$ cat config.mk
export PLATFORM = sky130hd
export DESIGN_NAME = alu_exec_unit_flat
export DESIGN_NICKNAME = d
export VERILOG_FILES = /design/src/rtl/alu_exec_unit_if.sv /design/src/rtl/alu_exec_unit.sv /design/src/flat_wrapper.sv
export SDC_FILE = /design/constraint.sdc
export NUM_CORES = 1
export LEC_CHECK = 0
export ABC_AREA = 1
export BUFFER_PORTS_ARGS = -buffer_cell sky130_fd_sc_hd__buf_2
export CORE_MARGIN = 5
export CORE_UTILIZATION = 45
export CTS_BUF_LIST = sky130_fd_sc_hd__clkbuf_4 sky130_fd_sc_hd__clkbuf_8
export DETAILED_ROUTE_END_ITERATION = 8
export PLACE_DENSITY = 0.6
export SLEW_MARGIN = 0
export SYNTH_ARGS = -nofsm -noshare
export SYNTH_HDL_FRONTEND = slang
export SYNTH_SLANG_ARGS = --single-unit
$ cat constraint.sdc
create_clock -name clk -period 3.5 [get_ports clk]
set_input_delay 0.525 -clock clk [delete_from_list [all_inputs] [get_ports clk]]
set_output_delay 0.525 -clock clk [all_outputs]
set_load 0.02 [all_outputs]
$ cat src/rtl/alu_exec_unit_if.sv
// Operand/result handshake bundle between the operand demux, the execute unit and writeback.
interface alu_exec_unit_if #(
  parameter int WIDTH = 16
);
  logic [1:0]       op_opcode;
  logic [WIDTH-1:0] rs1_val;
  logic [WIDTH-1:0] rs2_val;
  logic             in_valid;
  logic             in_ready;
  logic [WIDTH-1:0] result;
  logic             flag;
  logic             out_valid;
  logic             out_ready;

  modport master (
    output op_opcode, rs1_val, rs2_val, in_valid, out_ready,
    input  in_ready, result, flag, out_valid
  );

  modport slave (
    input  op_opcode, rs1_val, rs2_val, in_valid, out_ready,
    output in_ready, result, flag, out_valid
  );
endinterface

$ cat src/rtl/alu_exec_unit.sv
// Execute stage: 1-cycle ADD/SUB, iterative shift-add MUL and restoring DIV, one result per handshake.
// Define ALU_FAST_MUL_EN to replace the iterative MUL with a single-cycle multiplier.
module alu_exec_unit #(
  parameter int WIDTH = 16
) (
  input  logic            clk,
  input  logic            rst,
  alu_exec_unit_if.slave  bus
);

  localparam int CW = $clog2(WIDTH) + 1;

  typedef enum logic [1:0] {
    IDLE     = 2'd0,
`ifndef ALU_FAST_MUL_EN
    MUL_ITER = 2'd1,
`endif
    DIV_ITER = 2'd2,
    DONE     = 2'd3
  } state_t;

  state_t             state_q, state_d;
  logic [2*WIDTH-1:0] acc_q, acc_d;
  logic [WIDTH-1:0]   opnd_q, opnd_d;
  logic [CW-1:0]      cnt_q, cnt_d;
  logic [WIDTH-1:0]   result_q, result_d;
  logic               flag_q, flag_d;

  // acc holds {remainder, dividend/quotient} for DIV and {partial product, multiplier} for MUL
  logic [WIDTH:0]     div_shift;
  logic               div_take;
  logic [WIDTH:0]     div_diff;
  logic [2*WIDTH-1:0] div_step;
  logic               last_iter;

  always_comb begin
    div_shift = {acc_q[2*WIDTH-1:WIDTH], acc_q[WIDTH-1]};
    div_take  = (div_shift >= {1'b0, opnd_q});
    div_diff  = div_shift - {1'b0, opnd_q};
    div_step  = div_take ? {div_diff[WIDTH-1:0], acc_q[WIDTH-2:0], 1'b1}
                         : {div_shift[WIDTH-1:0], acc_q[WIDTH-2:0], 1'b0};
    last_iter = (cnt_q == CW'(WIDTH - 1));
  end

`ifdef ALU_FAST_MUL_EN
  logic [2*WIDTH-1:0] fast_prod;
  assign fast_prod = (2*WIDTH)'(bus.rs1_val) * (2*WIDTH)'(bus.rs2_val);
`else
  logic [WIDTH:0]     mul_sum;
  logic [2*WIDTH-1:0] mul_step;
  assign mul_sum  = {1'b0, acc_q[2*WIDTH-1:WIDTH]} + (acc_q[0] ? {1'b0, opnd_q} : '0);
  assign mul_step = {mul_sum, acc_q[WIDTH-1:1]};
`endif

  always_comb begin
    state_d  = state_q;
    acc_d    = acc_q;
    opnd_d   = opnd_q;
    cnt_d    = cnt_q;
    result_d = result_q;
    flag_d   = flag_q;
    case (state_q)
      IDLE: begin
        if (bus.in_valid) begin
          cnt_d = '0;
          case (bus.op_opcode)
            2'd0: begin
              {flag_d, result_d} = {1'b0, bus.rs1_val} + {1'b0, bus.rs2_val};
              state_d = DONE;
            end
            2'd1: begin
              result_d = bus.rs1_val - bus.rs2_val;
              flag_d   = (bus.rs1_val < bus.rs2_val);
              state_d  = DONE;
            end
            2'd2: begin
`ifdef ALU_FAST_MUL_EN
              result_d = fast_prod[WIDTH-1:0];
              flag_d   = |fast_prod[2*WIDTH-1:WIDTH];
              state_d  = DONE;
`else
              opnd_d  = bus.rs1_val;
              acc_d   = {{WIDTH{1'b0}}, bus.rs2_val};
              state_d = MUL_ITER;
`endif
            end
            default: begin
              if (bus.rs2_val == '0) begin
                result_d = '1;
                flag_d   = 1'b1;
                state_d  = DONE;
              end else begin
                opnd_d  = bus.rs2_val;
                acc_d   = {{WIDTH{1'b0}}, bus.rs1_val};
                state_d = DIV_ITER;
              end
            end
          endcase
        end
      end
`ifndef ALU_FAST_MUL_EN
      MUL_ITER: begin
        acc_d = mul_step;
        cnt_d = cnt_q + 1'b1;
        if (last_iter) begin
          result_d = mul_step[WIDTH-1:0];
          flag_d   = |mul_step[2*WIDTH-1:WIDTH];
          state_d  = DONE;
        end
      end
`endif
      DIV_ITER: begin
        acc_d = div_step;
        cnt_d = cnt_q + 1'b1;
        if (last_iter) begin
          result_d = div_step[WIDTH-1:0];
          flag_d   = 1'b0;
          state_d  = DONE;
        end
      end
      DONE: begin
        if (bus.out_ready) state_d = IDLE;
      end
      default: state_d = IDLE;
    endcase
  end

  always_ff @(posedge clk or posedge rst) begin
    if (rst) begin
      state_q  <= IDLE;
      acc_q    <= '0;
      opnd_q   <= '0;
      cnt_q    <= '0;
      result_q <= '0;
      flag_q   <= 1'b0;
    end else begin
      state_q  <= state_d;
      acc_q    <= acc_d;
      opnd_q   <= opnd_d;
      cnt_q    <= cnt_d;
      result_q <= result_d;
      flag_q   <= flag_d;
    end
  end

  assign bus.in_ready  = (state_q == IDLE);
  assign bus.out_valid = (state_q == DONE);
  assign bus.result    = result_q;
  assign bus.flag      = flag_q;

endmodule

$ cat src/flat_wrapper.sv
// flat-port wrapper written by rule: the top's interface ports become plain ports
module alu_exec_unit_flat 
#(
  parameter int WIDTH = 16
)
  (clk, rst, bus_op_opcode, bus_rs1_val, bus_rs2_val, bus_in_valid, bus_out_ready, bus_in_ready, bus_result, bus_flag, bus_out_valid);
  alu_exec_unit_if #(.WIDTH(WIDTH)) bus_i ();
  input  logic clk;
  input  logic rst;
  input wire logic [$bits(bus_i.op_opcode)-1:0] bus_op_opcode;
  input wire logic [$bits(bus_i.rs1_val)-1:0] bus_rs1_val;
  input wire logic [$bits(bus_i.rs2_val)-1:0] bus_rs2_val;
  input wire logic [$bits(bus_i.in_valid)-1:0] bus_in_valid;
  input wire logic [$bits(bus_i.out_ready)-1:0] bus_out_ready;
  output wire logic [$bits(bus_i.in_ready)-1:0] bus_in_ready;
  output wire logic [$bits(bus_i.result)-1:0] bus_result;
  output wire logic [$bits(bus_i.flag)-1:0] bus_flag;
  output wire logic [$bits(bus_i.out_valid)-1:0] bus_out_valid;
  assign bus_i.op_opcode = bus_op_opcode;
  assign bus_i.rs1_val = bus_rs1_val;
  assign bus_i.rs2_val = bus_rs2_val;
  assign bus_i.in_valid = bus_in_valid;
  assign bus_i.out_ready = bus_out_ready;
  assign bus_in_ready = bus_i.in_ready;
  assign bus_result = bus_i.result;
  assign bus_flag = bus_i.flag;
  assign bus_out_valid = bus_i.out_valid;
  alu_exec_unit #(.WIDTH(WIDTH)) u_core (.clk(clk), .rst(rst), .bus(bus_i));
endmodule
==> run_summary.xml, run 1 <==
<?xml version="1.0" encoding="UTF-8"?>
<metrics>
  <group name="route">
    <metric name="initialDrtViolationCount" unit="">498</metric>
    <metric name="detailroute.via_count" unit="">8310</metric>
    <metric name="routed_wire_length_per_instance" unit="µm">16.55</metric>
    <metric name="vias_per_cell" unit="">5.351</metric>
    <metric name="drc" unit="">0</metric>
    <metric name="totalWireLength" unit="µm">25710</metric>
    <metric name="drt.antenna.violating_nets" unit="">0</metric>
    <metric name="drt_first_pass_iters" unit="">7</metric>
  </group>
  <group name="grt">
    <metric name="first_global_vias" unit="">8094</metric>
    <metric name="globalRouteOverflowTotal" unit="">0</metric>
    <metric name="grt_first_pass_wirelength" unit="µm">42300</metric>
    <metric name="grt_antenna_before_repair" unit="">0</metric>
    <metric name="grtUsageTotal" unit="%">26.09</metric>
    <metric name="grt_start_max_net_pins" unit="">46</metric>
  </group>
  <group name="worst_setup_path">
    <metric name="path_delay_family" unit="">simple AND/OR/NAND/NOR gates</metric>
    <metric name="path_max_fanout" unit="">18</metric>
    <metric name="critical_path.most_common_cell" unit="">sky130_fd_sc_hd__nand2_1</metric>
    <metric name="crit_chain" unit="">nand2_1, inv_1, ha_1, inv_1, fa_1, inv_1, nand3_1, nand2_1, nand2_1, nand2_1, nand2_1, nand4_1, nand2_1, nor2_1, nand3_1, nand2_1, a21oi_1</metric>
    <metric name="worstSetupStartpointType" unit="">flip-flop</metric>
    <metric name="timing.critical_path.to_type" unit="">flip-flop</metric>
    <metric name="critical_path_buf_inv_count" unit="">3</metric>
    <metric name="cp_slowest_cell" unit="">sky130_fd_sc_hd__dfrtp_1</metric>
    <metric name="critical_path_required" unit="ns">3.77</metric>
    <metric name="critPathArrivalTime" unit="ns">3.21</metric>
    <metric name="critPathKind" unit="">reg -&gt; reg</metric>
    <metric name="critical_path.max_stage_delay" unit="ns">0.79</metric>
  </group>
  <group name="floorplan">
    <metric name="boundaryPins" unit="">57</metric>
    <metric name="initial_core_utilization" unit="%">45.93</metric>
    <metric name="fp-row-count" unit="">48</metric>
    <metric name="width_of_the_die" unit="µm">142.9</metric>
    <metric name="core-area" unit="µm²">17300</metric>
    <metric name="floorplan.die_area" unit="µm²">20410</metric>
    <metric name="die_h" unit="µm">142.9</metric>
  </group>
  <group name="placement">
    <metric name="post-place-ws" unit="ns">0.5889</metric>
    <metric name="place_congestion" unit="">0.9673</metric>
    <metric name="port-buffer-count" unit="">56</metric>
    <metric name="hpwl" unit="µm">20840</metric>
    <metric name="placement.cell_area" unit="µm²">8398</metric>
  </group>
  <group name="logic_synthesis">
    <metric name="synth_top_cells_by_area" unit="">sky130_fd_sc_hd__dfrtp_1 23%, sky130_fd_sc_hd__nand2_1 18%, sky130_fd_sc_hd__ha_1 11%</metric>
    <metric name="synth_top_area_share" unit="%">22.68</metric>
    <metric name="synthesis.area" unit="µm²">7944</metric>
    <metric name="synth_async_sr_flop_share" unit="%">100.0</metric>
    <metric name="synth.net_count" unit="">1396</metric>
    <metric name="synth.avg_cell_area" unit="µm²">6.192</metric>
    <metric name="synthDistinctLibCells" unit="">45</metric>
    <metric name="synth_largest_area_cell" unit="">sky130_fd_sc_hd__dfrtp_1</metric>
    <metric name="ys.flop_type" unit="">sky130_fd_sc_hd__dfrtp_1</metric>
    <metric name="ys_seq_area_share" unit="%">22.68</metric>
    <metric name="postSynthRegisterBits" unit="">72</metric>
    <metric name="ys_warn_count" unit="">0</metric>
    <metric name="synthesis.instances" unit="">1283</metric>
    <metric name="synth_edf_count" unit="">0</metric>
  </group>
  <group name="pwr">
    <metric name="totalPowerFinal" unit="mW">7.743</metric>
    <metric name="worst_ir_drop_vdd" unit="mV">0.3391</metric>
    <metric name="power-per-cell-area" unit="nW/µm²">899.8</metric>
    <metric name="power.leakage" unit="nW">4.694</metric>
  </group>
  <group name="clocking">
    <metric name="clk_latency" unit="ns">0.38</metric>
    <metric name="cts_tree" unit="">yes</metric>
    <metric name="clk_pin_slew_worst_paths" unit="ns">0.09</metric>
    <metric name="clock_tree.root_cell" unit="">sky130_fd_sc_hd__clkbuf_8</metric>
    <metric name="cts.sinks" unit="">72</metric>
    <metric name="cts_inserted_buffers" unit="">9</metric>
    <metric name="number_of_instances_resized_during_post_cts_repair" unit="">0</metric>
    <metric name="cts_hold_repair_buffers" unit="">0</metric>
    <metric name="cts_htree_levels" unit="">3</metric>
    <metric name="max-clock-path-buffers" unit="">2</metric>
    <metric name="postCtsSetupBuffers" unit="">0</metric>
  </group>
  <group name="run_status">
    <metric name="outcome" unit="">complete, no violations</metric>
  </group>
  <group name="timing">
    <metric name="post-route-worst-setup-slack" unit="ns">0.5611</metric>
    <metric name="sum_of_negative_setup_slack" unit="ns">0</metric>
    <metric name="timing.final.crit_share" unit="%">83.97</metric>
    <metric name="finalClockSkew" unit="ns">0.008264</metric>
    <metric name="rsz0062_at_grt" unit="">false</metric>
    <metric name="max_slew_margin" unit="%">40.05</metric>
    <metric name="fmaxAchievable" unit="GHz">0.3403</metric>
    <metric name="slew_limit_fails" unit="">0</metric>
    <metric name="fin_crit" unit="ns">2.939</metric>
    <metric name="final_hold_viol_count" unit="">0</metric>
    <metric name="setup_viol" unit="">0</metric>
    <metric name="tightest_slew" unit="ns">0.8983</metric>
  </group>
  <group name="final_layout">
    <metric name="finish.net_count" unit="">1436</metric>
    <metric name="antennaDiodeCount" unit="">0</metric>
    <metric name="utilization" unit="%">49.75</metric>
    <metric name="finished_layout_cell_area" unit="µm²">8605</metric>
    <metric name="post_route_cells_drive_above_1_share" unit="%">8.434</metric>
    <metric name="syn_to_final_growth" unit="%">8.316</metric>
  </group>
  <group name="run">
    <metric name="max_capacitance_violation_count" unit="">0</metric>
  </group>
  <group name="min_path">
    <metric name="min_delay_path_class" unit="">in -&gt; async</metric>
  </group>
</metrics>
-- worst register-to-register path: stages (launching register included) --
cell and delay [ns]:
sky130_fd_sc_hd__dfrtp_1 0.79, sky130_fd_sc_hd__nand2_1 0.10, sky130_fd_sc_hd__inv_1 0.08, sky130_fd_sc_hd__ha_1 0.22, sky130_fd_sc_hd__inv_1 0.07, sky130_fd_sc_hd__fa_1 0.39, sky130_fd_sc_hd__inv_1 0.12, sky130_fd_sc_hd__nand3_1 0.10
sky130_fd_sc_hd__nand2_1 0.11, sky130_fd_sc_hd__nand2_1 0.08, sky130_fd_sc_hd__nand2_1 0.11, sky130_fd_sc_hd__nand2_1 0.08, sky130_fd_sc_hd__nand4_1 0.07, sky130_fd_sc_hd__nand2_1 0.07, sky130_fd_sc_hd__nor2_1 0.12, sky130_fd_sc_hd__nand3_1 0.14
sky130_fd_sc_hd__nand2_1 0.10, sky130_fd_sc_hd__a21oi_1 0.07
-- routing by layer --
metal	vias up	wire length [µm]	global-route usage, %	part of all wire (%)
met3	33	1274	4.086	5.0
met4	0	552	6.753	2.1
met2	221	12480	44.93	49
li1	4247	-	-	-
met5	-	0	0	0
met1	3809	11410	34.19	44
-- cells in the final DEF (no fill, tap or decap), drive strengths merged, types with 4 or more instances in the layout --
cell    synthesis  final
o21bai          4      4
o21ai          83     83
dfrtp          72     72
a21oi          98     98
a21o            5      5
o22ai           9      9
nand3b          8      8
fa              4      4
nand2         382    382
o21a            5      5
a22oi           7      7
xor2            5      5
xnor2           7      7
ha             71     71
inv           191    190
a31oi           7      7
buf            23     72
nor2          114    114
clkbuf         20     11
nand3         112    112
nand4          16     16
o211ai         18     18
nor3           12     12
-- logic make-up after synthesis --
family	share of synthesized area, %
flip-flops	22.68
AO/OA/AOI/OAI	17.04
XOR/XNOR	1.323
adder cells (fa/ha/maj)	12.19
AND/OR/NAND/NOR	34.64
buffers and inverters	12.13
-- stage by stage --
| stage | hold slack (ns) | instances |
|---|---|---|
| floorplan | 0.4530 | 1283 |
| global placement | 0.4663 | 1537 |
| detailed placement | 0.4734 | 1537 |
| CTS | 0.2843 | 1553 |
| global route | 0.3195 | 1553 |
| finish | 0.2553 | 1553 |
-- cell type report --
class	count	area [µm²]
fill	1906	8692
multi-input combinational	977	5181
sequential	72	1802
inverter	191	720.7
timing repair buffer	72	412.9
tap	225	281.5
clock buffer	11	151.4
clock inverter	5	55.05
-- power by group --
part / switching (mW) / internal [mW] / total, mW / leakage, nW
Sequential: 0.351 / 1.24 / 1.59 / 0.890
Clock: 0.371 / 0.366 / 0.737 / 0.101
Combinational: 3.60 / 1.82 / 5.42 / 3.70
-- worst paths after layout --
kind | to | depth (start not counted) | slack [ns] | start
setup / recovery | u_core.bus.flag | 17 | 0.56 | u_core.acc_q[0]
hold / removal | u_core.acc_q[28] | 2 | 0.26 | rst
setup reg to reg | u_core.bus.flag | 17 | 0.56 | u_core.acc_q[0]
hold reg to reg | u_core.acc_q[14] | 2 | 0.49 | u_core.acc_q[14]
max in group asynchronous | u_core.bus.result[15] | 3 | 2.52 | rst
min in group clk | u_core.acc_q[14] | 2 | 0.49 | u_core.acc_q[14]
-- state kept, by name, summed over array words and instances (netlist names) --
name / cells
u_core.cnt_q: 5
u_core.acc_q: 32
u_core.bus.result: 16
u_core.opnd_q: 16
u_core.bus.flag: 1
u_core.state_q: 2
-- synth_stat cells (13+ instances only) --
library cell / count
sky130_fd_sc_hd__o21ai_1: 13
sky130_fd_sc_hd__nand4_1: 16
sky130_fd_sc_hd__inv_1: 187
sky130_fd_sc_hd__nand2_1: 374
sky130_fd_sc_hd__clkbuf_1: 20
sky130_fd_sc_hd__o21ai_0: 69
sky130_fd_sc_hd__dfrtp_1: 72
sky130_fd_sc_hd__ha_1: 71
sky130_fd_sc_hd__nand3_1: 110
sky130_fd_sc_hd__nor2_1: 111
sky130_fd_sc_hd__o211ai_1: 18
sky130_fd_sc_hd__a21oi_1: 97
(Power assumes the default switching activity.)
==> inputs of run 2 (changes only) <==
- clock period: 3.5 -> 3 ns (I/O delays scaled with it)
==> run_summary.xml, run 2 (synthesized netlist as in run 1, its figures left out) <==
<?xml version="1.0" encoding="UTF-8"?>
<metrics>
  <group name="route">
    <metric name="totalWireLength" unit="µm">26170</metric>
    <metric name="initialDrtViolationCount" unit="">507</metric>
    <metric name="routed_wire_length_per_instance" unit="µm">16.81</metric>
    <metric name="drt_first_pass_iters" unit="">5</metric>
    <metric name="drc" unit="">0</metric>
    <metric name="detailroute.via_count" unit="">8453</metric>
    <metric name="drt.antenna.violating_nets" unit="">0</metric>
    <metric name="vias_per_cell" unit="">5.429</metric>
  </group>
  <group name="floorplan">
    <metric name="width_of_the_die" unit="µm">142.9</metric>
    <metric name="boundaryPins" unit="">57</metric>
    <metric name="die_h" unit="µm">142.9</metric>
    <metric name="core-area" unit="µm²">17300</metric>
    <metric name="fp-row-count" unit="">48</metric>
    <metric name="floorplan.die_area" unit="µm²">20410</metric>
    <metric name="initial_core_utilization" unit="%">45.93</metric>
  </group>
  <group name="worst_setup_path">
    <metric name="critPathArrivalTime" unit="ns">2.77</metric>
    <metric name="critical_path_required" unit="ns">3.28</metric>
    <metric name="path_max_fanout" unit="">3</metric>
    <metric name="critPathKind" unit="">reg -&gt; reg</metric>
    <metric name="timing.critical_path.to_type" unit="">flip-flop</metric>
    <metric name="worstSetupStartpointType" unit="">flip-flop</metric>
  </group>
  <group name="timing">
    <metric name="finalClockSkew" unit="ns">0.01482</metric>
    <metric name="setup_viol" unit="">0</metric>
    <metric name="max_slew_margin" unit="%">51.96</metric>
    <metric name="sum_of_negative_setup_slack" unit="ns">0</metric>
    <metric name="timing.final.crit_share" unit="%">82.80</metric>
    <metric name="fin_hold_ws" unit="ns">0.1094</metric>
    <metric name="rsz0062_at_grt" unit="">false</metric>
    <metric name="fmaxAchievable" unit="GHz">0.4026</metric>
    <metric name="final_hold_viol_count" unit="">0</metric>
    <metric name="fin_crit" unit="ns">2.484</metric>
    <metric name="tightest_slew" unit="ns">0.7198</metric>
    <metric name="slew_limit_fails" unit="">0</metric>
  </group>
  <group name="final_layout">
    <metric name="largest_register_ffs" unit="">32</metric>
    <metric name="post_route_cells_drive_above_1_share" unit="%">8.709</metric>
    <metric name="antennaDiodeCount" unit="">0</metric>
    <metric name="syn_to_final_growth" unit="%">8.190</metric>
    <metric name="mostFrequentLayoutCell" unit="">sky130_fd_sc_hd__nand2_1</metric>
    <metric name="fillers" unit="">1871</metric>
    <metric name="finish.net_count" unit="">1440</metric>
    <metric name="sequential_cell_area_in_the_final_layout" unit="µm²">1802</metric>
    <metric name="multi_input_area" unit="µm²">5181</metric>
    <metric name="instances_no_fill" unit="">1557</metric>
    <metric name="finished_layout_cell_area" unit="µm²">8594</metric>
    <metric name="registers.top_by_ff_count" unit="">u_core.acc_q</metric>
    <metric name="layout_common_cells" unit="">374 x sky130_fd_sc_hd__nand2_1, 186 x sky130_fd_sc_hd__inv_1, 110 x sky130_fd_sc_hd__nor2_1, 110 x sky130_fd_sc_hd__nand3_1, 97 x sky130_fd_sc_hd__a21oi_1</metric>
  </group>
  <group name="clocking">
    <metric name="cts_inserted_buffers" unit="">9</metric>
    <metric name="cts.sinks" unit="">72</metric>
    <metric name="postCtsSetupBuffers" unit="">0</metric>
    <metric name="number_of_instances_resized_during_post_cts_repair" unit="">0</metric>
    <metric name="clk_latency" unit="ns">0.38</metric>
    <metric name="cts_hold_repair_buffers" unit="">0</metric>
    <metric name="cts_tree" unit="">yes</metric>
    <metric name="cts_htree_levels" unit="">3</metric>
    <metric name="clock_tree.root_cell" unit="">sky130_fd_sc_hd__clkbuf_8</metric>
    <metric name="max-clock-path-buffers" unit="">2</metric>
    <metric name="clk_pin_slew_worst_paths" unit="ns">0.09</metric>
  </group>
  <group name="min_path">
    <metric name="min_delay_path_class" unit="">in -&gt; async</metric>
  </group>
  <group name="grt">
    <metric name="grt_first_pass_wirelength" unit="µm">42680</metric>
    <metric name="grt_start_max_net_pins" unit="">43</metric>
    <metric name="globalRouteOverflowTotal" unit="">0</metric>
    <metric name="grt_antenna_before_repair" unit="">0</metric>
    <metric name="grtUsageTotal" unit="%">26.27</metric>
    <metric name="first_global_vias" unit="">8295</metric>
  </group>
  <group name="run">
    <metric name="max_capacitance_violation_count" unit="">0</metric>
  </group>
  <group name="placement">
    <metric name="placed_cells" unit="">1541</metric>
    <metric name="placement.cell_area" unit="µm²">8416</metric>
    <metric name="place_congestion" unit="">0.9663</metric>
    <metric name="hpwl" unit="µm">20970</metric>
    <metric name="port-buffer-count" unit="">56</metric>
  </group>
  <group name="pwr">
    <metric name="p_seq_share" unit="%">20.2</metric>
    <metric name="power.share.clock" unit="%">8.6</metric>
    <metric name="power-per-cell-area" unit="nW/µm²">1042</metric>
    <metric name="worst_ir_drop_vdd" unit="mV">0.4978</metric>
    <metric name="power.share.switching" unit="%">56.68</metric>
    <metric name="comb_power_share" unit="%">71.2</metric>
    <metric name="power.leakage" unit="nW">4.692</metric>
    <metric name="net-switching-power" unit="mW">5.076</metric>
    <metric name="cellInternalPower" unit="mW">3.879</metric>
  </group>
  <group name="run_status">
    <metric name="outcome" unit="">complete, no violations</metric>
  </group>
</metrics>
run 2: cell types whose count changed in the layout (fill, tap and decap cells not counted):
| cell | change |
|---|---|
| sky130_fd_sc_hd__clkbuf_8 | -2 |
| sky130_fd_sc_hd__bufinv_16 | -1 |
| sky130_fd_sc_hd__inv_6 | +2 |
| sky130_fd_sc_hd__buf_12 | -1 |
| sky130_fd_sc_hd__clkinv_4 | +2 |
| sky130_fd_sc_hd__clkinv_2 | -1 |
| sky130_fd_sc_hd__buf_4 | +5 |
run 2: metal layers:
layer / GRT usage (%) / vias to the layer above / share of wire (%) / wire length [µm]
met2: 44.76 / 248 / 47 / 12250
met4: 8.304 / 0 / 3.0 / 775
met5: 0 / - / 0 / 0
met3: 4.153 / 53 / 5.5 / 1447
li1: - / 4258 / - / -
met1: 34.20 / 3894 / 45 / 11690
run 2: final timing paths:
path	startpoint	endpoint	slack, ns	cells past startpoint
worst min register to register	u_core.acc_q[10]	u_core.acc_q[10]	0.49	2
worst min-delay path	rst	u_core.opnd_q[15]	0.11	2
worst max register to register	u_core.acc_q[15]	u_core.acc_q[26]	0.52	13
worst max-delay path	u_core.acc_q[15]	u_core.acc_q[26]	0.52	13
max in group asynchronous	rst	u_core.acc_q[16]	2.15	3
min in group clk	bus_rs2_val[10]	u_core.opnd_q[10]	0.41	3
run 2: area by class of cell:
type	instances	share of cell area (%)
multi-input cells	977	60.29
inverters	191	8.386
repair buffers	76	5.008
clock inverters	7	0.6406
well taps	225	3.276
flip-flops and latches	72	20.96
clock buffers	9	1.441
run 2: metrics by stage:
stage	util, %	worst slack [ns]	total power [mW]
2_1_floorplan	-	0.4837	6.470
3_3_place_gp	48.65	0.4839	8.122
3_5_place_dp	48.65	0.4237	8.152
4_1_cts	49.69	0.5430	8.951
5_1_grt	49.69	0.2365	9.889
6_report	49.69	0.5161	8.955
run 2: power by group through the flow:
stage               clock network [mW]  logic (mW)  registers, mW
floorplan                            0        4.63           1.84
global placement                     0        6.31           1.81
detailed placement                   0        6.34           1.81
CTS                              0.790        6.36           1.80
global route                     0.827        7.19           1.87
finish                           0.771        6.37           1.81
run 2: worst max-delay path, stage by stage (launching register included):
cell and delay [ns]:
sky130_fd_sc_hd__dfrtp_1 0.37, sky130_fd_sc_hd__inv_1 0.11, sky130_fd_sc_hd__ha_1 0.24, sky130_fd_sc_hd__fa_1 0.42, sky130_fd_sc_hd__inv_1 0.09, sky130_fd_sc_hd__a31oi_1 0.12, sky130_fd_sc_hd__o21ai_0 0.43, sky130_fd_sc_hd__nand2_1 0.15
sky130_fd_sc_hd__nand3_1 0.10, sky130_fd_sc_hd__nand3_1 0.12, sky130_fd_sc_hd__nand3_1 0.10, sky130_fd_sc_hd__nand2_1 0.05, sky130_fd_sc_hd__nand2_1 0.05, sky130_fd_sc_hd__nand2_1 0.04
